$ cat src/rtl/fifo_pkg.sv
// fifo_pkg: shared definitions for the parametrised synchronous FIFO.
//   DEF_FIFO_D / DEF_FIFO_W : default depth (entries) and data width (bits)
//   ptr_width()             : pointer width for a given depth (index bits + wrap bit)
//   fifo_status_t           : bundle of the FIFO status flags
package fifo_pkg;

  localparam int unsigned DEF_FIFO_D = 8;
  localparam int unsigned DEF_FIFO_W = 32;

  // One extra MSB distinguishes full from empty when the index bits match.
  function automatic int unsigned ptr_width(input int unsigned depth);
    return $clog2(depth) + 1;
  endfunction

  typedef struct packed {
    logic empty;
    logic full;
    logic almost_full;
    logic almost_empty;
    logic overflow;
    logic underflow;
  } fifo_status_t;

endpackage

$ cat src/rtl/fifo_mem.sv
// fifo_mem: FIFO_D x FIFO_W register array, one write port and one
// synchronous read port.
//   clk      in   clock, rising edge
//   reset_n  in   asynchronous active-low reset (read register only)
//   wr_en    in   write strobe
//   wr_addr  in   write index
//   wr_data  in   write data
//   rd_en    in   read strobe; rd_data loads mem[rd_addr] at the edge
//   rd_addr  in   read index
//   rd_data  out  registered read data, holds when rd_en is low
// The array itself is not reset; only the read register is.
module fifo_mem
  import fifo_pkg::*;
#(
  parameter int unsigned FIFO_D = DEF_FIFO_D,
  parameter int unsigned FIFO_W = DEF_FIFO_W
) (
  input  logic                       clk,
  input  logic                       reset_n,
  input  logic                       wr_en,
  input  logic [$clog2(FIFO_D)-1:0]  wr_addr,
  input  logic [FIFO_W-1:0]          wr_data,
  input  logic                       rd_en,
  input  logic [$clog2(FIFO_D)-1:0]  rd_addr,
  output logic [FIFO_W-1:0]          rd_data
);

  logic [FIFO_W-1:0] mem [FIFO_D];

  always_ff @(posedge clk) begin
    if (wr_en) begin
      mem[wr_addr] <= wr_data;
    end
  end

  // Same-address read and write in one cycle returns the old word.
  always_ff @(posedge clk or negedge reset_n) begin
    if (!reset_n) begin
      rd_data <= '0;
    end else if (rd_en) begin
      rd_data <= mem[rd_addr];
    end
  end

endmodule

$ cat src/rtl/sync_fifo_param.sv
// sync_fifo_param: parametrised single-clock FIFO with occupancy count,
// programmable almost-full/almost-empty flags and sticky error flags.
//   clk          in   clock, rising edge
//   reset_n      in   asynchronous active-low reset
//   write_en     in   write request
//   data_in      in   write data [FIFO_W]
//   read_en      in   read request
//   data_out     out  registered read data, valid one cycle after the read
//   empty        out  count == 0
//   full         out  count == FIFO_D
//   almost_full  out  count >= AF_THRESH
//   almost_empty out  count <= AE_THRESH
//   count        out  occupancy [$clog2(FIFO_D)+1]
//   overflow     out  sticky: a write was rejected
//   underflow    out  sticky: a read was rejected
//   clr_err      in   synchronous clear of overflow/underflow (a new error wins)
// Optional: define FIFO_ASSERT_EN to embed concurrent protocol assertions.
module sync_fifo_param
  import fifo_pkg::*;
#(
  parameter int unsigned FIFO_D    = DEF_FIFO_D,
  parameter int unsigned FIFO_W    = DEF_FIFO_W,
  parameter int unsigned AF_THRESH = FIFO_D - 2,
  parameter int unsigned AE_THRESH = 2
) (
  input  logic                      clk,
  input  logic                      reset_n,
  input  logic                      write_en,
  input  logic [FIFO_W-1:0]         data_in,
  input  logic                      read_en,
  output logic [FIFO_W-1:0]         data_out,
  output logic                      empty,
  output logic                      full,
  output logic                      almost_full,
  output logic                      almost_empty,
  output logic [$clog2(FIFO_D):0]   count,
  output logic                      overflow,
  output logic                      underflow,
  input  logic                      clr_err
);

  localparam int unsigned PW = ptr_width(FIFO_D);
  localparam logic [PW-1:0] AF_T = PW'(AF_THRESH);
  localparam logic [PW-1:0] AE_T = PW'(AE_THRESH);

  if (FIFO_D < 2 || (FIFO_D & (FIFO_D - 1)) != 0) begin : g_bad_depth
    $error("sync_fifo_param: FIFO_D must be a power of 2 and at least 2");
  end

  logic [PW-1:0] front_ptr;
  logic [PW-1:0] end_ptr;
  logic [PW-1:0] occ;
  logic          ovf_q;
  logic          unf_q;
  logic          wr_ok;
  logic          rd_ok;
  fifo_status_t  status;

  // Accept decisions use pre-edge state; a full FIFO still takes a write
  // when a read frees the slot in the same cycle.
  always_comb begin
    wr_ok = write_en && (!status.full || read_en);
    rd_ok = read_en && !status.empty;
  end

  always_ff @(posedge clk or negedge reset_n) begin
    if (!reset_n) begin
      front_ptr <= '0;
      end_ptr   <= '0;
    end else begin
      if (wr_ok) begin
        end_ptr <= end_ptr + 1'b1;
      end
      if (rd_ok) begin
        front_ptr <= front_ptr + 1'b1;
      end
    end
  end

  always_ff @(posedge clk or negedge reset_n) begin
    if (!reset_n) begin
      ovf_q <= 1'b0;
      unf_q <= 1'b0;
    end else begin
      if (write_en && !wr_ok) begin
        ovf_q <= 1'b1;
      end else if (clr_err) begin
        ovf_q <= 1'b0;
      end
      if (read_en && !rd_ok) begin
        unf_q <= 1'b1;
      end else if (clr_err) begin
        unf_q <= 1'b0;
      end
    end
  end

  // Flags decode from the registered pointers only.
  always_comb begin
    occ                 = end_ptr - front_ptr;
    status              = '0;
    status.empty        = (front_ptr == end_ptr);
    status.full         = (front_ptr[PW-2:0] == end_ptr[PW-2:0]) &&
                          (front_ptr[PW-1] != end_ptr[PW-1]);
    status.almost_full  = (occ >= AF_T);
    status.almost_empty = (occ <= AE_T);
    status.overflow     = ovf_q;
    status.underflow    = unf_q;
  end

  always_comb begin
    count        = occ;
    empty        = status.empty;
    full         = status.full;
    almost_full  = status.almost_full;
    almost_empty = status.almost_empty;
    overflow     = status.overflow;
    underflow    = status.underflow;
  end

  fifo_mem #(
    .FIFO_D (FIFO_D),
    .FIFO_W (FIFO_W)
  ) u_mem (
    .clk     (clk),
    .reset_n (reset_n),
    .wr_en   (wr_ok),
    .wr_addr (end_ptr[PW-2:0]),
    .wr_data (data_in),
    .rd_en   (rd_ok),
    .rd_addr (front_ptr[PW-2:0]),
    .rd_data (data_out)
  );

`ifdef FIFO_ASSERT_EN
  // First sampled edge after release still sees the reset state.
  a_reset_vals: assert property (@(posedge clk) disable iff (!reset_n)
      $rose(reset_n) |-> (front_ptr == '0 && end_ptr == '0 && count == '0 &&
                          empty && almost_empty && !full && !almost_full &&
                          !overflow && !underflow && data_out == '0))
    $info("%0t a_reset_vals pass", $time);
    else $error("%0t a_reset_vals fail", $time);

  a_not_both: assert property (@(posedge clk) disable iff (!reset_n)
      !(empty && full))
    $info("%0t a_not_both pass", $time);
    else $error("%0t a_not_both fail", $time);

  a_count_max: assert property (@(posedge clk) disable iff (!reset_n)
      count <= PW'(FIFO_D))
    $info("%0t a_count_max pass", $time);
    else $error("%0t a_count_max fail", $time);

  a_no_wr_adv: assert property (@(posedge clk) disable iff (!reset_n)
      (write_en && !wr_ok) |=> (end_ptr == $past(end_ptr)))
    $info("%0t a_no_wr_adv pass", $time);
    else $error("%0t a_no_wr_adv fail", $time);

  a_no_rd_adv: assert property (@(posedge clk) disable iff (!reset_n)
      (read_en && !rd_ok) |=> (front_ptr == $past(front_ptr)))
    $info("%0t a_no_rd_adv pass", $time);
    else $error("%0t a_no_rd_adv fail", $time);

  a_count_track: assert property (@(posedge clk) disable iff (!reset_n)
      1'b1 |=> (count == $past(count) + PW'($past(wr_ok)) - PW'($past(rd_ok))))
    $info("%0t a_count_track pass", $time);
    else $error("%0t a_count_track fail", $time);
`endif

endmodule

$ cat config.mk
export PLATFORM = sky130hd
export DESIGN_NAME = sync_fifo_param
export DESIGN_NICKNAME = d
export VERILOG_FILES = /design/src/rtl/fifo_pkg.sv /design/src/rtl/fifo_mem.sv /design/src/rtl/sync_fifo_param.sv
export SDC_FILE = /design/constraint.sdc
export NUM_CORES = 1
export LEC_CHECK = 0
export BUFFER_PORTS_ARGS = -buffer_cell sky130_fd_sc_hd__buf_2
export CAP_MARGIN = 20
export CORE_MARGIN = 2
export CORE_UTILIZATION = 53
export DETAILED_ROUTE_END_ITERATION = 7
export PLACE_DENSITY = 0.84
export SLEW_MARGIN = 20
export SYNTH_ARGS = -nofsm -noshare
export SYNTH_HDL_FRONTEND = slang
export SYNTH_SLANG_ARGS = --single-unit
$ cat constraint.sdc
create_clock -name clk -period 5.3 [get_ports clk]
set_input_delay 1.06 -clock clk [delete_from_list [all_inputs] [get_ports clk]]
set_output_delay 1.06 -clock clk [all_outputs]
set_load 0.02 [all_outputs]
---- Yosys cells after proc, flatten, opt, wreduce, memory -nomap -nowiden ----
Memory sizes are Yosys's and may differ from the RTL's. A register that Yosys moved wholly into a read port is not among the register bits.
Cells that the tools add are included.
storage, ports and cells
  memories ................................ 1
  register bits ........................... 10
  memory bits (writable) .................. 256
memories
  memory     depth  bits a word  rd ports  clocked after Yosys merged registers in  write ports  line            RTL
  u_mem.mem  8      32           1         1                                        1            fifo_mem.sv:28  logic [FIFO_W-1:0] mem [FIFO_D];
operators by class
  reductions and logical operators ........ 13
  add/sub/neg operators ................... 3
  equal/unequal tests ..................... 3
  mux-type cells .......................... 5
  magnitude comparators ................... 2
operators by type and width
  cell                 count
  $add 4x1->4 const B  2
  $logic_and 1x1->1    5
  $logic_not 1->1      5
  $mux 1               5
  $eq 4x4->1           1
  $ge 4x3->1 const B   1
  $le 4x2->1 const B   1
  $reduce_bool 2->1    2
  $sub 4x4->4          1
  $eq 3x3->1           1
  $logic_or 1x1->1     1
  $ne 1x1->1           1

---- Logic depth before layout (Yosys ltp) ----
Gate-level depths: netlist of run 1.
  word-level depth ........................ 8
  depth in mapped cells ................... 11
  depth with buffers taken out ............ 6

---- Hierarchy ----
Synthesis of run 1 repeated with hierarchy kept, for this count alone.
unflattened totals
  cell total of the unflattened synthesis .. 694
  area total of the unflattened synthesis .. 11900.2 um^2
modules (own cells, without submodules)
  module           area each (um^2)  sequential area each (um^2)  instances  cells each
  fifo_mem         11254.5           8488.1                       1          635
  sync_fifo_param  645.6             250.2                        1          59

---- Worst setup path before layout of run 1 ----
No wires, ideal clock.
  path type ............................... register to register
  start point ............................. reg front_ptr[2]
  end point ............................... mem u_mem.mem[1][0] (netlist name), enable pin
  required time ........................... 4.799 ns
  arrival ................................. 4.608 ns
  period minus slack after synthesis ...... 5.109 ns
  setup slack ............................. 0.191 ns
  stages on the path, launching flop included .. 9
  cells stage by stage .................... dfrtp_1 -> clkbuf_1 -> buf_2 -> buf_2 -> inv_1 -> ha_1 -> nand3_1 -> nor3_1 -> nor4_1
between the ends
  longest elaborated chain between the ends .. 7
ends and longest elaborated chain
  element                       line                    RTL
  start: declaration            sync_fifo_param.sv:50   logic [PW-1:0] front_ptr;
  start signal: assignment      sync_fifo_param.sv:75   front_ptr <= front_ptr + 1'b1;
  $eq 3x3->1                    sync_fifo_param.sv:103  status.full = (front_ptr[PW-2:0] == end_ptr[PW-2:0]) &&
  $logic_and 1x1->1             sync_fifo_param.sv:103
  $logic_not 1->1               sync_fifo_param.sv:62   wr_ok = write_en && (!status.full || read_en);
  $logic_or 1x1->1              sync_fifo_param.sv:62
  $logic_and 1x1->1             sync_fifo_param.sv:62
  $mux 1                        fifo_mem.sv:31          if (wr_en) begin
  $mux 1 (not written as such)  fifo_mem.sv:32          mem[wr_addr] <= wr_data;
  end: declaration              fifo_mem.sv:28
No other way between the ends.

---- Final worst setup path of run 1 ----
  start point ............................. reg front_ptr[0]
  end point ............................... out almost_empty
between the ends
  longest elaborated chain between the ends .. 2
ends and longest elaborated chain
  element           line                    RTL
  $sub 4x4->4       sync_fifo_param.sv:100  occ = end_ptr - front_ptr;
  $le 4x2->1        sync_fifo_param.sv:106  status.almost_empty = (occ <= AE_T);
  end: declaration  sync_fifo_param.sv:35   output logic almost_empty,
No other way between the ends.

==> key figures, run 1 <==
Run status
  – Result of the run: finished, final reports clean

Global route
  – Largest net degree at the start of global routing: 69
  – Overall fraction of global-route tracks in use: 19.6%
  – Wire length of the first global-routing pass: 34.1 mm
  – Number of global-route vias before repair: 6181
  – Antenna violations before repair: 2
  – Global route total overflow: 0

Synth
  – Cell taking the most area after synthesis: edfxtp_1
  – Most used standard cell by instance count after synthesis: edfxtp_1
  – EDFF count, synth: 256
  – Most common flop cell mapped by yosys: edfxtp_1
  – Synth area leaders: edfxtp_1 67%, dfrtp_1 9.1%, mux4_2 5.7%, mux2_2 3.1%, mux2i_1 2.8%
  – Mapped Nets: 666
  – Top cells by count, synth: 256 x edfxtp_1, 42 x dfrtp_1, 40 x nand2_1
  – Synthesized netlist cell count: 623
  – Post-synthesis sequential area ratio: 75.6%
  – Count of different cell masters after synthesis: 34
  – Yosys warns: 0
  – Area share of the largest cell type after synthesis: 66.5%
  – Mean instance size in the synthesized netlist: 18.5 um^2
  – Number of flip-flops and latches in the synthesized netlist: 298
  – Total standard cell area after synthesis: 11600 um^2
  – Ys async rst share: 14.1%

STA
  – Tcrit/Tclk final: 71.2%
  – Worst clock skew: 0.0103 ns
  – Final period demand of the worst path: 3.77 ns
  – Setup repair after global routing missed its margin: no
  – Slew headroom: 29.3%
  – Hold violation count in the final report: 0
  – Max Freq: 265 MHz
  – Total of endpoints with negative setup slack in the final report: 0
  – Number of max-slew violations in the final report: 0
  – Least-Margin Pin Slew: 1.06 ns
  – Final TNS setup: 0 ns

Detailed routing
  – Met3 Routed Length: 1.63 mm
  – Total Routed Length: 22.4 mm
  – Initial detailed-routing violation count: 567
  – Routed metal-1 wirelength: 9.09 mm
  – DR WL met2: 11.1 mm
  – Count of nets left with antenna violations after detail routing: 0
  – Vias per std cell: 5.92
  – Vias after detailed routing: 5986
  – Top routing layer in use: met5
  – Average wire length per cell after detail routing: 22.2 um
  – 1st-pass router iterations: 5
  – Number of design rule violations left after detail routing: 0

Layout
  – Post-layout net count: 750
  – Final cell count without fillers: 1011
  – Share of final-layout standard cells stronger than drive strength 1: 28.8%
  – Multi-input gate area: 2580 um^2
  – Final core utilization: 60.8%
  – Register Area: 8740 um^2
  – Area growth, synth to finish: 13.8%
  – # fillers: 1445

Critical path
  – Required time of the critical path: 4.24 ns
  – CP Class: flop to output port
  – Critical path endpoint category: output port
  – Worst-case reg-to-reg path depth: 6
  – Crit Path Max Fanout: 50
  – Reg2Reg Setup Slack: 2.05 ns
  – Crit path launch type: flop
  – Crit path DAT: 2.71 ns

CTS
  – CTS root buf: clkbuf_16
  – Clock tree from TritonCTS: yes
  – Clock sinks: 298
  – Maximum level of the CTS H-tree: 1
  – Gates resized, CTS repair: 0
  – Maximum count of clock buffers along a single path: 3
  – Post-CTS clock slew at the launch and capture registers of the worst setup and hold paths: 0.06 ns
  – Clock buffer count from CTS: 28
  – Hold buffer count at CTS: 0
  – Post-CTS Setup Inserts: 0
  – Clk_lat worst skew: 0.54 ns

Floorplan
  – Die boundary width: 152 um
  – Row count: 54
  – Initial core utilization: 53.4%
  – Number of top-level pins: 79
  – Placeable core region: 21600 um^2
  – Die boundary height: 152 um
  – Full die area: 23000 um^2

Power and ir drop
  – Cell-internal power: 5160 uW
  – Switching part of the total power: 33.3%
  – Share of total power in sequential cells: 42.8%
  – Worst VDD drop: 0.282 mV
  – Total Power Consumption: 7730 uW
  – Leakage dissipation: 0.00460 uW
  – Clk network pwr share: 25.8%
  – Ratio of total power to cell area: 588 nW/um^2
  – Relative contribution of combinational cells to total power: 31.5%
  – Net switching power: 2570 uW

Place
  – Number of placed cells counting well taps: 956
  – Hpwl dp: 12.2 mm
  – Last weighted congestion value of the routability-driven placer: 0.850
  – Port buffer count: 78

Job
  – Max-cap violations: 0

Worst hold path
  – Number of cells on the worst hold path: 2
  – Path type of the worst min-delay path: flop to flop
==> logic make-up after synthesis <==
kind of cell,Yosys count,share of synthesized area [%]
AO/OA/AOI/OAI,75,4.41
XOR/XNOR,9,0.747
multiplexers,97,12.3
adder cells (fa/ha/maj),6,0.715
buffers and inverters,45,2.59
AND/OR/NAND/NOR,93,3.58
flip-flops,298,75.6
==> stage by stage <==
| stage | setup WS (ns) | hold slack, ns | area, um^2 |
|---|---|---|---|
| 2_1_floorplan | 0.191 | 0.498 | 11600 |
| 3_3_place_gp | 1.96 | 0.464 | 12200 |
| 3_5_place_dp | 1.76 | 0.471 | 12200 |
| 4_1_cts | 1.49 | 0.484 | 13100 |
| 5_1_grt | 1.36 | 0.523 | 13100 |
| 6_report | 1.53 | 0.480 | 13100 |
==> final timing paths <==
kind	startpoint	end
min in group asynchronous	reset_n	u_mem.rd_data[28]
hold reg to reg	u_mem.rd_data[31]	u_mem.rd_data[31]
setup reg to reg	front_ptr[2]	u_mem.mem[4][15]
hold / removal	u_mem.rd_data[31]	u_mem.rd_data[31]
setup / recovery	front_ptr[0]	almost_empty
max in group asynchronous	reset_n	front_ptr[0]
==> final cells by class <==
| class | instances | area share [%] |
|---|---|---|
| Clock inverter | 17 | 1.23 |
| Timing Repair Buffer | 90 | 3.81 |
| Clock buffer | 35 | 5.84 |
| Antenna cell | 2 | 0.0381 |
| Sequential cell | 298 | 66.5 |
| Multi-Input combinational cell | 280 | 19.6 |
| Tap cell | 280 | 2.67 |
| Inverter | 9 | 0.257 |
==> worst max-delay path, cell delays in order, from the launching register on <==
cell and delay [ns]:
dfrtp_4 0.78, ha_1 0.38, fa_1 0.38, xnor2_1 0.28
a21oi_1 0.07, o21a_1 0.11, buf_2 0.15
==> cell usage in the layout, fill, tap and decap left out, types with 2 or more instances in the layout <==
master and instances:
edfxtp_1 256, buf_2 78, nand2_1 40, dfrtp_1 39, nand3_1 37, mux2_2 32, mux2i_1 32, o221ai_1 31
o21ai_1 30, mux4_2 29, clkbuf_16 29, buf_4 11, inv_1 9, clkinv_2 8, o21ai_0 7, xnor2_1 6
ha_1 5, nor3_2 4, clkbuf_1 4, clkinv_1 4, nor2_1 3, nor2_4 3, mux4_1 3, bufinv_16 3
diode_2 2, xor2_1 2, a21oi_1 2, o21a_1 2, clkbuf_8 2, dfrtp_2 2
==> state kept, by name, summed over array words and instances (netlist names) <==
signal	cells
underflow	1
front_ptr	4
overflow	1
u_mem.rd_data	32
end_ptr	4
u_mem.mem	256
==> layer usage <==
layer | GRT usage, % | vias to the layer above
met5 | 0 | -
met4 | 7.13 | 2
met3 | 4.34 | 52
met2 | 32.5 | 240
met1 | 25.8 | 3040
li1 | - | 2652
==> power by group through the flow <==
stage               clock (uW)  sequential [uW]  combinational, uW
detailed placement           0             3340               2410
global route              2100             3350               2630
floorplan                    0             3390               1710
CTS                       2020             3310               2430
global placement             0             3310               2320
finish                    1990             3310               2430
No activity file was read; power rests on OpenSTA's default activity.
==> run 2: changes to the inputs <==
Settings changed: PLACE_DENSITY 0.84 to 0.81.
Clock period 5.3 ns to 3.55 ns, I/O delays scaled along.
==> run 2 against run 1 <==
Compared with the run above:
- cell area increased by 0.29%
- via count decreased by 1.8%
- sequential power increased by 45%
- register-to-register slack got worse by 1.2 ns
- largest cell class unchanged
- wire length decreased by 3.8%
- largest power group unchanged
- final cell count increased by 0.20%
- hold slack got worse by 0.26 ns
- clock power increased by 48%
- sequential share of layout area decreased by 0.19 points
- first-iteration DRC count decreased by 16%
- global-route usage decreased by 0.25 points
==> key figures, run 2 (synthesis gave the netlist of run 1 again) <==
Detailed routing
  – 1st-pass router iterations: 5 (unchanged)
  – Initial detailed-routing violation count: 474 (-16%)
  – Vias per std cell: 5.81 (-1.9%)
  – Total Routed Length: 21.6 mm (-3.8%)
  – Count of nets left with antenna violations after detail routing: 0 (unchanged)
  – Average wire length per cell after detail routing: 21.3 um (-4.0%)
  – Number of design rule violations left after detail routing: 0 (unchanged)
  – Vias after detailed routing: 5881 (-1.8%)

Critical path
  – Dominant delay contributor by cell family on the critical path: adder cells
  – Number of buffers and inverters on the critical path: 2 (+1)
  – CP peak stage delay: 0.43 ns (-0.35 ns)
  – Slowest cell on the critical path: dfrtp_1
  – Crit Path Max Fanout: 5 (-90%)
  – Required time of the critical path: 2.84 ns (-1.40 ns)
  – Crit path DAT: 2.29 ns (-0.42 ns)
  – Reg2Reg Setup Slack: 0.87 ns (-1.18 ns)
  – Crit path launch type: flop
  – CP Class: flop to output port
  – Worst path cell trace: inv_1 -> ha_1 -> fa_1 -> xnor2_1 -> nand2_1 -> o21ai_0 -> buf_2
  – Critical path endpoint category: output port

CTS
  – Clock sinks: 298 (unchanged)
  – Clock buffer count from CTS: 28 (unchanged)
  – CTS root buf: clkbuf_16
  – Maximum level of the CTS H-tree: 1 (unchanged)
  – Clock tree from TritonCTS: yes
  – Post-CTS clock slew at the launch and capture registers of the worst setup and hold paths: 0.06 ns (about the same)
  – Hold buffer count at CTS: 0 (unchanged)
  – Gates resized, CTS repair: 0 (unchanged)
  – Maximum count of clock buffers along a single path: 3 (unchanged)
  – Clk_lat worst skew: 0.53 ns (about the same)
  – Post-CTS Setup Inserts: 0 (unchanged)

Floorplan
  – Row count: 54 (unchanged)
  – Initial core utilization: 53.4% (unchanged)
  – Full die area: 23000 um^2 (unchanged)
  – Die boundary height: 152 um (unchanged)
  – Die boundary width: 152 um (unchanged)
  – Placeable core region: 21600 um^2 (unchanged)
  – Number of top-level pins: 79 (unchanged)

STA
  – Tcrit/Tclk final: 84.4%
  – Number of max-slew violations in the final report: 0 (unchanged)
  – Final period demand of the worst path: 3.00 ns
  – Total of endpoints with negative setup slack in the final report: 0 (unchanged)
  – Slew headroom: 38.5% (+9.2 points)
  – Least-Margin Pin Slew: 0.916 ns (-0.142 ns)
  – Worst clock skew: 0.0101 ns (-0.000191 ns)
  – Fin Hold WS: 0.217 ns (-0.263 ns)
  – Setup repair after global routing missed its margin: no
  – Hold violation count in the final report: 0 (unchanged)
  – Max Freq: 334 MHz

Layout
  – Area growth, synth to finish: 14.1%
  – Final core utilization: 61.0% (+0.17 points)
  – Most common cell after layout, fill and taps aside: edfxtp_1
  – Most frequent cells in the layout: 256 x edfxtp_1, 78 x buf_2, 40 x nand2_1
  – Post-layout net count: 754 (+0.53%)
  – Max FFs per register: 256 (unchanged)
  – Largest registers in the final layout: u_mem.mem (256), u_mem.rd_data (32)
  – Share of final-layout standard cells stronger than drive strength 1: 28.3% (-0.53 points)
  – Most flops, register: u_mem.mem

Global route
  – Overall fraction of global-route tracks in use: 19.3% (-0.25 points)
  – Number of global-route vias before repair: 6089 (-1.5%)
  – Largest net degree at the start of global routing: 100 (+45%)
  – Wire length of the first global-routing pass: 33.8 mm (-1.0%)
  – Global route total overflow: 0 (unchanged)
  – Antenna violations before repair: 1 (-1)

Run status
  – Result of the run: finished, final reports clean

Place
  – Last weighted congestion value of the routability-driven placer: 0.815 (-4.1%)
  – Port buffer count: 78 (unchanged)
  – Hpwl dp: 12.0 mm (-1.6%)

Job
  – Max-cap violations: 0 (unchanged)

Power and ir drop
  – Ratio of total power to cell area: 869 nW/um^2 (+48%)
  – Leakage dissipation: 0.00460 uW (+0.10%)
  – Worst VDD drop: 0.595 mV (+110%)

Worst hold path
  – Path type of the worst min-delay path: primary input to asynchronous set/reset pin
==> run 2: where the power goes <==
part	switching, uW	internal [uW]
sequential	262	4540
clock	1210	1730
combinational	2270	1440
total	3740	7710
==> run 2: path summary, 6_finish.rpt <==
| path | from | to | depth (start not counted) |
|---|---|---|---|
| min | reset_n | u_mem.rd_data[28] | 1 |
| min in group clk | clr_err | overflow | 2 |
| max | end_ptr[0] | almost_full | 7 |
| min reg2reg | u_mem.rd_data[27] | u_mem.rd_data[27] | 2 |
| max reg2reg | end_ptr[2] | u_mem.mem[0][14] | 5 |
| max in group asynchronous | reset_n | u_mem.rd_data[20] | 2 |
==> run 2: per-stage QoR <==
step	power, uW	instance area [um^2]	instances	TNS (ns)	setup WS (ns)
6_report	11400	13200	1013	0	0.554
5_1_grt	12100	13200	1012	0	0.405
4_1_cts	11600	13200	1012	0	0.547
3_5_place_dp	8600	12300	961	0	0.932
3_3_place_gp	8460	12300	961	0	1.05
2_1_floorplan	7620	11600	623	-73.95	-0.719
==> run 2: final cells by class <==
type,instances,area [um^2]
clock buffers,37,766
well taps,280,350
repair buffers,94,548
inverters,9,33.8
fillers,1510,8440
diodes,1,2.50
clock inverters,14,146
multi-input cells,280,2590
flip-flops and latches,298,8740
==> run 2: per-layer routing <==
| metal | vias up | share of wire [%] | track usage (%) |
|---|---|---|---|
| met5 | - | 0 | 0 |
| met4 | 0 | 1.9 | 6.25 |
| met3 | 37 | 6.2 | 2.78 |
| met2 | 214 | 50 | 31.9 |
| met1 | 2976 | 42 | 27.0 |
| li1 | 2654 | - | - |
